**config.mk**
```make
export PLATFORM = sky130hd
export DESIGN_NAME = semis_cmp_filter_flat
export DESIGN_NICKNAME = d
export VERILOG_FILES = /design/src/rtl/semis_cmp_filter_if.sv /design/src/rtl/semis_cmp_filter.sv /design/src/flat_wrapper.sv
export SDC_FILE = /design/constraint.sdc
export NUM_CORES = 1
export LEC_CHECK = 0
export CAP_MARGIN = 10
export CORE_ASPECT_RATIO = 1.4
export CORE_UTILIZATION = 41
export DETAILED_ROUTE_END_ITERATION = 12
export PLACE_DENSITY = 0.68
export SKIP_LAST_GASP = 1
export SYNTH_ARGS = -nofsm -noshare
export SYNTH_HDL_FRONTEND = slang
export SYNTH_SLANG_ARGS = --single-unit
```
**constraint.sdc**
```tcl
create_clock -name clk -period 5.85 [get_ports clk]
set_input_delay 1.4625 -clock clk [delete_from_list [all_inputs] [get_ports clk]]
set_output_delay 1.4625 -clock clk [all_outputs]
set_load 0.02 [all_outputs]
```
**src/rtl/semis_cmp_filter_if.sv**
```systemverilog
// Comparator filter bus: per-channel legs, controls and filtered results.
// master drives stimulus/controls, slave is the filter block.
interface semis_cmp_filter_if #(
  parameter int CH     = 4,
  parameter int FILT_W = 4
);
  logic              ena;
  logic [CH-1:0]     vip;
  logic [CH-1:0]     vin;
  logic [FILT_W-1:0] filt_len;
  logic [1:0]        mode;
  logic              clr;
  logic [CH-1:0]     cmp_out;
  logic [CH-1:0]     valid;
  logic [CH-1:0]     rise;
  logic [CH-1:0]     fall;
  logic [CH-1:0]     err_sticky;

  modport master (
    output ena, vip, vin, filt_len, mode, clr,
    input  cmp_out, valid, rise, fall, err_sticky
  );

  modport slave (
    input  ena, vip, vin, filt_len, mode, clr,
    output cmp_out, valid, rise, fall, err_sticky
  );
endinterface

```
**src/rtl/semis_cmp_filter.sv**
```systemverilog
// Multi-channel differential comparator with sync, glitch filter,
// edge pulses and sticky invalid-input flags.
module semis_cmp_filter #(
  parameter int CH     = 4,
  parameter int FILT_W = 4
) (
  input logic              clk,
  input logic              rst_n,
  semis_cmp_filter_if.slave bus
);

  logic [CH-1:0]     r_p1, r_p2;
  logic [CH-1:0]     r_n1, r_n2;
  logic [FILT_W-1:0] r_cnt [CH];
  logic [CH-1:0]     r_cmp;
  logic [CH-1:0]     r_valid;
  logic [CH-1:0]     r_rise;
  logic [CH-1:0]     r_fall;
  logic [CH-1:0]     r_err;

  logic [CH-1:0]     w_vraw;
  logic [CH-1:0]     w_cand;
  logic [FILT_W-1:0] w_cnt_n [CH];
  logic [CH-1:0]     w_cmp_n;
  logic [CH-1:0]     w_rise_n;
  logic [CH-1:0]     w_fall_n;
  logic [CH-1:0]     w_err_n;

  assign w_vraw = r_p2 ^ r_n2;
  assign w_cand = r_p2 ^ {CH{bus.mode[0]}};

  always_comb begin
    for (int i = 0; i < CH; i++) begin
      w_cnt_n[i]  = r_cnt[i];
      w_cmp_n[i]  = r_cmp[i];
      w_rise_n[i] = 1'b0;
      w_fall_n[i] = 1'b0;
      w_err_n[i]  = r_err[i] & ~bus.clr;
      if (bus.ena) begin
        // set beats clr, so an invalid sample is never lost
        unique case (1'b1)
          !w_vraw[i]: begin
            w_cnt_n[i] = '0;
            w_err_n[i] = 1'b1;
            if (bus.mode[1] && r_cmp[i]) begin
              w_cmp_n[i]  = 1'b0;
              w_fall_n[i] = 1'b1;
            end
          end
          w_vraw[i] && (w_cand[i] == r_cmp[i]): begin
            w_cnt_n[i] = '0;
          end
          w_vraw[i] && (w_cand[i] != r_cmp[i])
            && (r_cnt[i] >= bus.filt_len): begin
            w_cnt_n[i]  = '0;
            w_cmp_n[i]  = w_cand[i];
            w_rise_n[i] = w_cand[i];
            w_fall_n[i] = ~w_cand[i];
          end
          default: begin
            w_cnt_n[i] = r_cnt[i] + FILT_W'(1);
          end
        endcase
      end
    end
  end

  always_ff @(posedge clk or negedge rst_n) begin
    if (!rst_n) begin
      r_p1    <= '0;
      r_p2    <= '0;
      r_n1    <= '0;
      r_n2    <= '0;
      r_cmp   <= '0;
      r_valid <= '0;
      r_rise  <= '0;
      r_fall  <= '0;
      r_err   <= '0;
      for (int i = 0; i < CH; i++) begin
        r_cnt[i] <= '0;
      end
    end else begin
      r_p1    <= bus.vip;
      r_p2    <= r_p1;
      r_n1    <= bus.vin;
      r_n2    <= r_n1;
      r_valid <= w_vraw;
      r_cmp   <= w_cmp_n;
      r_rise  <= w_rise_n;
      r_fall  <= w_fall_n;
      r_err   <= w_err_n;
      for (int i = 0; i < CH; i++) begin
        r_cnt[i] <= w_cnt_n[i];
      end
    end
  end

  assign bus.cmp_out    = r_cmp;
  assign bus.valid      = r_valid;
  assign bus.rise       = r_rise;
  assign bus.fall       = r_fall;
  assign bus.err_sticky = r_err;

endmodule
```
**src/flat_wrapper.sv**
```systemverilog
// flat-port wrapper written by rule: the top's interface ports become plain ports
module semis_cmp_filter_flat 
#(
  parameter int CH     = 4,
  parameter int FILT_W = 4
)
  (clk, rst_n, bus_ena, bus_vip, bus_vin, bus_filt_len, bus_mode, bus_clr, bus_cmp_out, bus_valid, bus_rise, bus_fall, bus_err_sticky);
  semis_cmp_filter_if #(.CH(CH), .FILT_W(FILT_W)) bus_i ();
  input logic clk;
  input logic rst_n;
  input wire logic [$bits(bus_i.ena)-1:0] bus_ena;
  input wire logic [$bits(bus_i.vip)-1:0] bus_vip;
  input wire logic [$bits(bus_i.vin)-1:0] bus_vin;
  input wire logic [$bits(bus_i.filt_len)-1:0] bus_filt_len;
  input wire logic [$bits(bus_i.mode)-1:0] bus_mode;
  input wire logic [$bits(bus_i.clr)-1:0] bus_clr;
  output wire logic [$bits(bus_i.cmp_out)-1:0] bus_cmp_out;
  output wire logic [$bits(bus_i.valid)-1:0] bus_valid;
  output wire logic [$bits(bus_i.rise)-1:0] bus_rise;
  output wire logic [$bits(bus_i.fall)-1:0] bus_fall;
  output wire logic [$bits(bus_i.err_sticky)-1:0] bus_err_sticky;
  assign bus_i.ena = bus_ena;
  assign bus_i.vip = bus_vip;
  assign bus_i.vin = bus_vin;
  assign bus_i.filt_len = bus_filt_len;
  assign bus_i.mode = bus_mode;
  assign bus_i.clr = bus_clr;
  assign bus_cmp_out = bus_i.cmp_out;
  assign bus_valid = bus_i.valid;
  assign bus_rise = bus_i.rise;
  assign bus_fall = bus_i.fall;
  assign bus_err_sticky = bus_i.err_sticky;
  semis_cmp_filter #(.CH(CH), .FILT_W(FILT_W)) u_core (.clk(clk), .rst_n(rst_n), .bus(bus_i));
endmodule
```
### Word-level counts from Yosys, hierarchy flattened

Cells that the tools add are included.
Widths: inputs -> output; s select.

* bits in registers: 52

* $add $sub $neg: 4
* $lt $le $gt $ge: 4
* equal/unequal tests: 12
* multiplexer cells: 48
* bitwise operators: 11
* reductions and logical operators: 32

Operator list (count)
* $mux 1: 36
* $add 4x1->4 const B: 4
* $ge 4x4->1: 4
* $logic_and 1x1->1: 16
* $mux 4: 4
* $pmux 1 s2: 8
* $ne 3x2->1 const B: 4
* $reduce_and 3->1: 4
* $reduce_or 3->1: 4
* $reduce_bool 2->1: 4
* $xor 4x4->4: 2
* $not 1->1: 5
* $and 1x1->1: 4
* $eq 1x1->1: 4
* $logic_not 1->1: 4
* $ne 1x1->1: 4

### Logic depth before layout (Yosys ltp)

* depth in word-level cells: 6
* mapped depth: 7
* depth with buffers taken out: 7

### Least setup slack after synthesis

Ideal clock, no wire load.

* path kind: input port to flip-flop
* from: input bus_filt_len[0]
* to: register u_core.r_cnt[15] in the netlist's numbering
* data arrival time: 2897 ps
* required time: 5772 ps
* setup slack: 2875 ps
* stages: 6
* cells stage by stage: ha_1 nand2b_1 a2111oi_4 o21bai_1 or2_2 o2bb2ai_1

* cells in the longest elaborated chain, start to end: 4

Ends and longest elaborated chain
* start: declaration: RTL line flat_wrapper.sv:14 `input wire logic [$bits(bus_i.filt_len)-1:0] bus_filt_len;`
* $ge 4x4->1: RTL line semis_cmp_filter.sv:54 `&& (r_cnt[i] >= bus.filt_len): begin`
* $logic_and 1x1->1: RTL line semis_cmp_filter.sv:54
* $reduce_or 3->1 (no line)
* $mux 4: RTL line semis_cmp_filter.sv:41 `unique case (1'b1)`
* end signal: indexed assignment: RTL line semis_cmp_filter.sv:93 `r_cnt[i] <= w_cnt_n[i];`
* end: declaration: RTL line semis_cmp_filter.sv:14 `logic [FILT_W-1:0] r_cnt [CH];`

No other way between the ends.
A chain may end at the register's enable or synchronous reset.

### Worst setup path after layout

* from: input bus_ena
* to: register u_core.r_cmp[1] (netlist: u_core.bus.cmp_out[1])

* cells in the longest elaborated chain, start to end: 1

Ends and longest elaborated chain
* start: declaration: RTL line flat_wrapper.sv:11 `input wire logic [$bits(bus_i.ena)-1:0] bus_ena;`
* $reduce_and 3->1 (no line)
* end signal: assignment: RTL line semis_cmp_filter.sv:88 `r_cmp <= w_cmp_n;`
* end: declaration: RTL line semis_cmp_filter.sv:15 `logic [CH-1:0] r_cmp;`

No other way between the ends.

==> results.yml <==
floorplanning:
  die_w_um: 71.0
  dieHeight_um: 98.6
  dieArea_um2: 7010
  core_um2: 6340
  rows: 34
  initial_utilization: 0.432
  ioPinCount: 38
sta:
  post-route-min-period_ns: 3.83
  fmax_mhz: 261
  worst_pin_slew_ns: 0.888
  hold_violations: 0
  rsz0062_at_grt: "no"
  clock_skew_ns: 0.0131
  finalCritPeriodShare: 0.655
  relSlewSlack: 0.406
  setup_viol: 0
  final_max_slew_viol_count: 0
  tns_ns: 0
  finalWorstSetupSlack_ns: 2.02
final_layout:
  n_antenna_cell: 0
  nets: 315
  drive_gt1_frac: 0.108
  nFillCells: 594
  fin_cells: 350
  area_delta_synth_final_pct: 20.9
global_routing:
  grt_pass1_wl_mm: 8.83
  grt_overflow: 0
  grt.total_usage: 0.164
  grt_max_degree: 53
  use_met2: 0.271
  grtUsageMet1: 0.209
  grt_pass1_vias: 1863
  grt_util_met3: 0.0368
  busiest_layer: "met2"
  grt_antenna_before_repair: 0
cts:
  cts.sinks: 52
  clockRootBuffer: "clkbuf_8"
  cts_max_path_buffers: 2
  cts.clk_slew.worst_paths_ns: 0.10
  clk_latency_ns: 0.30
  ctsHtreeMaxLevel: 2
  postCtsHoldBufs: 0
  cts_tree: "yes"
  post_cts_resized: 0
  cts_setup_buffers: 0
  cts-buffers-inserted: 5
drt:
  ant_nets: 0
  drt_first_iter_violations: 64
  routed_wl_mm: 5.05
  vias_per_cell: 5.34
  drcViolationCount: 3
  via_count: 1869
  dr.pass1.iters: 10
  wl_per_cell_um: 14.4
run:
  max_cap_viol_count: 0
run_status:
  status: "complete, but fails checks"
  violations: "DRC"
worst_setup_path:
  crit_type: "in2reg"
  required_ns: 6.04
  critPathMaxFanout: 26
  cp.arrival_ns: 4.03
  start_kind: "input pin"
  endpoint_kind: "flip-flop"
synthesis:
  seq_area_frac_synth: 0.476
  netlist_area_um2: 2740
  syn-num-nets: 280
  ys.warnings.count: 0
  avgSynthCellArea_um2: 11.3
  ys_ff_latch: 52
  synthDistinctLibCells: 37
  synthCells: 242
place:
  dp_slack_ns: 1.66
  place.gp.congestion: 0.737
  hpwlAfterDp_mm: 3.75
  numPortBuffers: 37
  placed_cells: 342
power_and_ir_drop:
  leakage_nw: 1.48
  ir_worst_vdd_uv: 183
  powerDensity_nw_per_um2: 264
hold_path:
  hp-class: "reg2reg"
synth_stat cells, drive strengths merged:
library cell | n | area [um^2]
o21a | 5 | 37.5
clkbuf | 4 | 15.0
xor2 | 4 | 42.6
nor3 | 3 | 42.5
inv | 14 | 52.6
a2bb2oi | 1 | 15.0
o21bai | 3 | 22.5
a2111oi | 4 | 85.1
nand2 | 13 | 48.8
a22o | 3 | 26.3
o211ai | 1 | 12.5
o21ai | 9 | 45.0
nor2b | 6 | 37.5
a32oi | 3 | 26.3
or2 | 7 | 43.8
and3 | 7 | 43.8
or4b | 1 | 13.8
ha | 20 | 250
buf | 6 | 35.0
o2bb2ai | 12 | 105
o22ai | 5 | 31.3
dfrtp | 52 | 1300
nor2 | 14 | 60.1
xnor2 | 4 | 35.0
a21oi | 3 | 15.0
mux2i | 11 | 110
nand2b | 14 | 87.6
a211oi | 9 | 67.6
nand3 | 1 | 5.00
and2 | 3 | 21.3
state kept, by name, summed over array words and instances, names as in the netlist:
name,flops
u_core.r_p2,4
u_core.bus.rise,4
u_core.r_n2,4
u_core.bus.fall,4
u_core.bus.cmp_out,4
u_core.r_cnt,16
u_core.r_n1,4
u_core.bus.err_sticky,4
u_core.r_p1,4
u_core.bus.valid,4
report_power, final:
| part | switching [mW] | leakage [nW] | internal, mW |
|---|---|---|---|
| Sequential | 0.0180 | 0.666 | 0.380 |
| Combinational | 0.0756 | 0.737 | 0.0700 |
| Clock | 0.116 | 0.0784 | 0.214 |
| Total | 0.210 | 1.48 | 0.663 |
worst paths after layout:
path                                         endpoint  slack, ns  cells past startpoint            start
worst min register to register         u_core.r_n2[0]       0.35                      0   u_core.r_n1[0]
min in group asynchronous             u_core.r_cnt[0]       1.25                      2            rst_n
max in group asynchronous          u_core.bus.fall[2]       4.15                      2            rst_n
worst min-delay path                   u_core.r_n2[0]       0.35                      0   u_core.r_n1[0]
worst max-delay path            u_core.bus.cmp_out[1]       2.02                      5          bus_ena
worst max register to register        u_core.r_cnt[8]       3.71                      7  u_core.r_cnt[8]
metal layers:
| layer | up-vias | routed length [um] |
|---|---|---|
| met2 | 29 | 2660 |
| met3 | 6 | 151 |
| met1 | 907 | 2150 |
| met4 | 0 | 82 |
| met5 | - | 0 |
| li1 | 927 | - |
critical path: stages:
cell and delay [ns]:
clkdlybuf4s50_1 1.05, inv_1 0.49, or4b_4 0.70, and2_4 0.18
a2bb2oi_2 0.12
layout by cell type, fill, tap and decap left out, types with 2 or more instances in the layout:
master,count
dfrtp_1,52
clkdlybuf4s50_1,36
ha_1,20
nand2b_1,14
inv_1,14
nor2_1,13
nand2_1,13
o2bb2ai_1,12
mux2i_1,11
a211oi_1,9
o21ai_0,9
or2_2,7
and3_1,7
nor2b_1,6
o22ai_1,5
o21a_1,5
clkbuf_8,5
xnor2_1,4
a32oi_1,3
xor2_1,3
o21bai_1,3
a22o_1,3
a21oi_1,3
bufinv_16,3
and2_1,2
a2111oi_4,2
nor3_4,2
a2111oi_2,2
cell type report:
class,count,area (um^2),area share
Clock inverter,3,90.1,0.0272
Sequential cell,52,1300,0.393
Inverter,14,52.6,0.0159
Timing Repair Buffer,38,373,0.113
Multi-Input combinational cell,166,1330,0.403
Tap cell,72,90.1,0.0272
Clock buffer,5,68.8,0.0208
cells by family (layout without fill, tap and decap cells):
kind of cell,after synthesis,count (layout),synth area share
compound gates,58,58,0.179
simple gates,69,69,0.148
mux,11,11,0.0403
fa+ha+maj,20,20,0.0915
xor+xnor,8,8,0.0284
flops,52,52,0.476
buf+inv,24,60,0.0375
metrics by stage:
stage / area, um^2 / hold WS [ns] / total power [mW] / utilization
6_report: 3310 / 0.352 / 0.874 / 0.522
5_1_grt: 3310 / 0.363 / 0.924 / 0.522
4_1_cts: 3310 / 0.357 / 0.887 / 0.522
3_5_place_dp: 3150 / 0.337 / 0.553 / 0.497
3_3_place_gp: 3150 / 0.332 / 0.550 / 0.497
2_1_floorplan: 2740 / 0.331 / 0.497 / -
Note: power is estimated with default switching activity, not from simulation.
==> edit 1: new RTL, same flow settings <==
Reset style: synchronous (`rst_n`), changed in one clocked block.
--- a/src/rtl/semis_cmp_filter.sv
+++ b/src/rtl/semis_cmp_filter.sv
@@ -65,7 +65,7 @@
     end
   end
 
-  always_ff @(posedge clk or negedge rst_n) begin
+  always_ff @(posedge clk) begin
     if (!rst_n) begin
       r_p1    <= '0;
       r_p2    <= '0;
Formal check against the unedited RTL: differs if rst_n is asserted again (counterexample within 4 cycles, from zero or initial values and one cycle with rst_n low); with rst_n held inactive, the same outputs for 10 cycles.
==> edit 1 against the original RTL <==
- total power shrank 23%
- cell count grew 6.0%
- via count grew 5.5%
- first-iteration DRC count grew 3.1%
- cell area shrank 6.7%
- clock skew shrank 0.011 ns
- wire length shrank 2.2%
- fmax grew 10%
- setup slack gained 0.36 ns
- synthesized cell count grew 9.5%
- area after synthesis shrank 5.7%
- sequential cell count is the same
- largest cell class unchanged
- highest routed layer unchanged
==> edit 1: results (changes against the original RTL) <==
| Metric | Value |
|---|---|
| Sequential share of the synthesized area | 40.3% (-7.2 points) |
| Synth Flop Type | dfxtp_1 |
| Synth top cells by count | dfxtp_1, nand2b_1, ha_1 |
| Pin count of the biggest net entering global routing | 45 (-15%) |
| Area contributors post-synth | dfxtp_1, ha_1, nand2b_1 |
| Net Sw Frac | 24.8% (+0.75 points) |
| Overall Global Routing Usage | 16.0% (-0.39 points) |
| Post-synth cell types | 38 (+2.7%) |
| Ant. Diodes | 0 (unchanged) |
| Initial antenna violation count | 0 (unchanged) |
| Final setup skew | 0.00214 ns (-0.0109 ns) |
| Hpwl dp | 3630 um (-3.3%) |
| YS warnings | 0 (unchanged) |
| Slowest cell delay on critical path | 0.67 ns (-0.38 ns) |
| Port Buffers | 37 (unchanged) |
| Vias in the first global route | 1,870 (+0.38%) |
| CP top delay family | compound AO/OA/AOI/OAI gates |
| Clock root cell | clkbuf_8 |
| Global-route wire length before repair | 8470 um (-4.1%) |
| H-tree depth | 2 (unchanged) |
| Outcome | finished, final reports clean |
| Clock Latency Late Sink | 0.30 ns (about the same) |
| DP Area | 2990 sq um (-5.0%) |
| Via/cell ratio | 5.31 (-0.51%) |
| Layout cells sized above 1 | 5.98% (-4.8 points) |
| Slowest-stage cell, CP | a2111oi_2 |
| Slew @ Worst Pin | 0.776 ns (-0.112 ns) |
| Arrival @ worst endpoint | 3.67 ns (-0.36 ns) |
| Number of flip-flops in the largest register | 16 (unchanged) |
| Routed WL per cell | 13.3 um (-7.7%) |
| Hold Crit Depth | 1 (+1) |
| CTS Buf Count | 5 (unchanged) |
| Fill count | 595 (+0.17%) |
| Leak pwr | 1.17 nW (-21%) |
| Clock buffer depth | 2 (unchanged) |
| Nets | 338 (+7.3%) |
| Die width | 69.0 um (-2.8%) |
| RD Place Congestion | 0.781 (+5.9%) |
| Violation count after the first detailed-route iteration | 66 (+3.1%) |
| Asr flop ratio synth | 0% (-100 points) |
| Worst-path fanout max | 6 (-77%) |
| Drt pass-1 iters | 4 (-6) |
| Syn Nets | 303 (+8.2%) |
| Worst reg2reg path depth | 6 (-1) |
| IR drop worst, VDD | 180 uV (-1.7%) |
| Post-CTS resize count | 0 (unchanged) |
-- edit 1: changes by cell type in the layout (fill, tap and decap cells not counted), moves of 8 or more --
cell,unedited run,this run
a21oi_1,3,11
and2_1,2,18
dfrtp_1,52,0
dfxtp_1,0,52
nand2b_1,14,24
o2bb2ai_1,12,0
-- edit 1: cell families (layout without fill, tap and decap cells) --
logic type	count (synthesis)	in the layout	share of synthesized area, %
flip-flops	52	52	40.3
XOR/XNOR	20	20	7.08
AND/OR/NAND/NOR	94	94	20.4
AO/OA/AOI/OAI	49	49	14.9
adder cells (fa/ha/maj)	20	20	9.70
multiplexers	8	8	3.73
buffers and inverters	22	58	3.83
-- edit 1: power by group through the flow --
stage          logic [mW]  registers, mW  clock network, mW
2_1_floorplan      0.0560          0.383                  0
3_3_place_gp       0.0888          0.379                  0
3_5_place_dp       0.0909          0.379                  0
4_1_cts            0.0911          0.371              0.217
5_1_grt             0.101          0.372              0.230
6_report           0.0900          0.371              0.208
-- edit 1: worst register-to-register path: stages (launching register included) --
cell and delay [ns]:
dfxtp_1 0.41, inv_1 0.08, ha_1 0.26, nand2b_1 0.16, a2111oi_2 0.67, o21ai_0 0.28, a211oi_1 0.27
-- edit 1: worst paths after layout --
path	start	endpoint	slack, ns
worst max-delay path	bus_filt_len[0]	u_core.r_cnt[0][4]$_SDFFE_PN0P_	2.38
worst min-delay path	u_core.r_n1[2]$_SDFF_PN0_	u_core.r_n2[2]$_SDFF_PN0_	0.44
worst max register to register	u_core.r_cnt[0][4]$_SDFFE_PN0P_	u_core.r_cnt[0][4]$_SDFFE_PN0P_	3.62
worst min register to register	u_core.r_n1[2]$_SDFF_PN0_	u_core.r_n2[2]$_SDFF_PN0_	0.44
-- edit 1: area by class of cell --
class                           instances  area share, %
Clock inverter                          2          0.325
Sequential cell                        52           33.8
Tap cell                               70           2.84
Multi-Input combinational cell        191           46.7
Clock buffer                            6           2.68
Inverter                               12           1.46
Timing Repair Buffer                   38           12.3
-- edit 1: per-stage QoR --
stage                     hold WS, ns  worst slack (ns)  cells  utilization (%)
after global routing            0.452              2.12    371             51.9
after floorplan                 0.412              2.92    265                -
final                           0.439              2.38    371             51.9
after detailed placement        0.420              2.05    363             50.3
after global placement          0.414              2.14    363             50.3
after CTS                       0.443              2.38    371             51.9
-- edit 1: per-layer routing --
metal / share of wire, % / track usage, %
met1: 46 / 19.1
met3: 3.3 / 3.14
met5: 0 / 0
met2: 49 / 28.4
met4: 1.5 / 5.95
==> edit 2: new RTL, config.mk and constraints unchanged <==
Made on the original files. `FILT_W` is set to 4 in 3 places; all go to 6.
--- a/src/rtl/semis_cmp_filter_if.sv
+++ b/src/rtl/semis_cmp_filter_if.sv
@@ -2,7 +2,7 @@
 // master drives stimulus/controls, slave is the filter block.
 interface semis_cmp_filter_if #(
   parameter int CH     = 4,
-  parameter int FILT_W = 4
+  parameter int FILT_W = 6
 );
   logic              ena;
   logic [CH-1:0]     vip;
--- a/src/rtl/semis_cmp_filter.sv
+++ b/src/rtl/semis_cmp_filter.sv
@@ -2,7 +2,7 @@
 // edge pulses and sticky invalid-input flags.
 module semis_cmp_filter #(
   parameter int CH     = 4,
-  parameter int FILT_W = 4
+  parameter int FILT_W = 6
 ) (
   input logic              clk,
   input logic              rst_n,
--- a/src/flat_wrapper.sv
+++ b/src/flat_wrapper.sv
@@ -2,7 +2,7 @@
 module semis_cmp_filter_flat 
 #(
   parameter int CH     = 4,
-  parameter int FILT_W = 4
+  parameter int FILT_W = 6
 )
   (clk, rst_n, bus_ena, bus_vip, bus_vin, bus_filt_len, bus_mode, bus_clr, bus_cmp_out, bus_valid, bus_rise, bus_fall, bus_err_sticky);
   semis_cmp_filter_if #(.CH(CH), .FILT_W(FILT_W)) bus_i ();
Ports: changed (resized bus_filt_len); port bits go from 38 to 40. The function was not compared with the original's and may differ.
==> edit 2 against the original RTL <==
- sequential cell count rose by 8
- area after synthesis rose by 15%
- die area rose by 14%
- largest power group unchanged
- total power rose by 21%
- highest routed layer unchanged
- wire length rose by 28%
- cell area rose by 16%
- cell count rose by 31%
- synthesized cell count rose by 30%
- register-to-register slack improved by 0.27 ns
- setup slack improved by 0.68 ns
- fmax rose by 21%
==> edit 2: results (changes against the original RTL) <==
| Metric | Value |
|---|---|
| Outcome | finished, final reports clean |
| Area contributors post-synth | dfrtp_1, ha_1, inv_1 |
| Layout cells sized above 1 | 7.16% (-3.6 points) |
| CLK BUF | 12 (+7) |
| Syn avg cell area | 9.97 sq um (-12%) |
| Syn Nets | 363 (+30%) |
| XOR/XNOR share of the synthesized area | 4.46% (+1.6 points) |
| IR drop worst, VDD | 182 uV (-0.36%) |
| CTS clk-pin slew, worst paths | 0.07 ns (-0.03 ns) |
| Violation count after the first detailed-route iteration | 107 (+67%) |
| Arrival @ worst endpoint | 3.39 ns (-0.64 ns) |
| Hpwl dp | 4680 um (+25%) |
| Sequential share of cell area | 39.2% (-0.12 points) |
| Clock network area share | 5.49% (+0.69 points) |
| Post-synth cell types | 31 (-16%) |
| Worst-path fanout max | 8 (-69%) |
| Sequential share of the synthesized area | 47.8% (+0.25 points) |
| Final setup skew | 0.0100 ns (-0.00301 ns) |
| Routed wire length | 6440 um (+28%) |
| Area of the multi-input gates | 1470 sq um (+11%) |
| Register area | 1500 sq um (+15%) |
| Multiplexer share of the synthesized area | 1.28% (-2.8 points) |
| CTS Buf Count | 9 (+4) |
| Slew HR | 49.1% (+8.5 points) |
| Net Sw Frac | 28.0% (+3.9 points) |
| Nonclk buf count | 41 (+7.9%) |
| Synth Area in Compound Gates | 14.2% (-3.7 points) |
| Multi-input gate count | 213 (+28%) |
| Via/cell ratio | 5.07 (-5.1%) |
| Non-Clock Buffer Area Fraction | 10.3% (-0.94 points) |
| Nets | 407 (+29%) |
| Placed instance count | 445 (+30%) |
| Port Buffers | 39 (+5.4%) |
| Overall Global Routing Usage | 17.9% (+1.5 points) |
| Clock Latency Late Sink | 0.34 ns (+0.04 ns) |
| Slowest cell delay on critical path | 0.64 ns (-0.41 ns) |
| Adder-cell share of the synthesized area | 11.2% (+2.0 points) |
| Global-route wire length before repair | 11,100 um (+26%) |
| Setup slack at placement | 2.29 ns (+0.626 ns) |
| Leak pwr | 1.81 nW (+22%) |
| Drt pass-1 iters | 4 (-6) |
## edit 2: changes by cell type after synthesis, sizes merged, moves of 6 or more
cell / delta
o21ai: +7
a21oi: +21
or2: -7
a21o: +7
nand2: +19
o2bb2ai: -12
ha: +8
inv: +20
mux2i: -7
dfrtp: +8
nand4: +8
and3: -6
a211oi: -9
## edit 2: power by group through the flow
stage	clock (mW)	sequential, mW	combinational (mW)
after floorplan	0	0.489	0.105
after global placement	0	0.478	0.190
after detailed placement	0	0.479	0.194
after CTS	0.401	0.472	0.196
after global routing	0.421	0.476	0.216
final	0.393	0.471	0.193
## edit 2: final timing paths
kind	cells after the start	end	startpoint	slack, ns
worst max register to register	7	u_core.bus.fall[1]$_DFF_PN0_	u_core.r_cnt[12]$_DFFE_PN0P_	3.98
worst min-delay path	0	u_core.r_p2[2]$_DFF_PN0_	u_core.r_p1[2]$_DFF_PN0_	0.35
max in group asynchronous	2	u_core.r_n2[2]$_DFF_PN0_	rst_n	4.07
min in group asynchronous	2	u_core.r_cnt[15]$_DFFE_PN0P_	rst_n	1.27
worst min register to register	0	u_core.r_p2[2]$_DFF_PN0_	u_core.r_p1[2]$_DFF_PN0_	0.35
worst max-delay path	6	u_core.r_cnt[14]$_DFFE_PN0P_	bus_mode[0]	2.70
## edit 2: per-layer routing
layer | vias to the layer above | GRT usage [%] | part of all wire [%] | wire (um)
met3 | 8 | 3.81 | 2.1 | 134
li1 | 1167 | - | - | -
met4 | 0 | 8.24 | 2.1 | 136
met5 | - | 0 | 0 | 0
met1 | 1131 | 19.4 | 42 | 2690
met2 | 26 | 32.9 | 54 | 3480
## edit 2: critical path: cells and delay by family
kind,cells,cell delay (ns)
muxes,1,0.50
AOI/OAI and AO/OA,3,0.47
xor gates and xnor gates,1,0.31
buffers and inverters,1,0.64
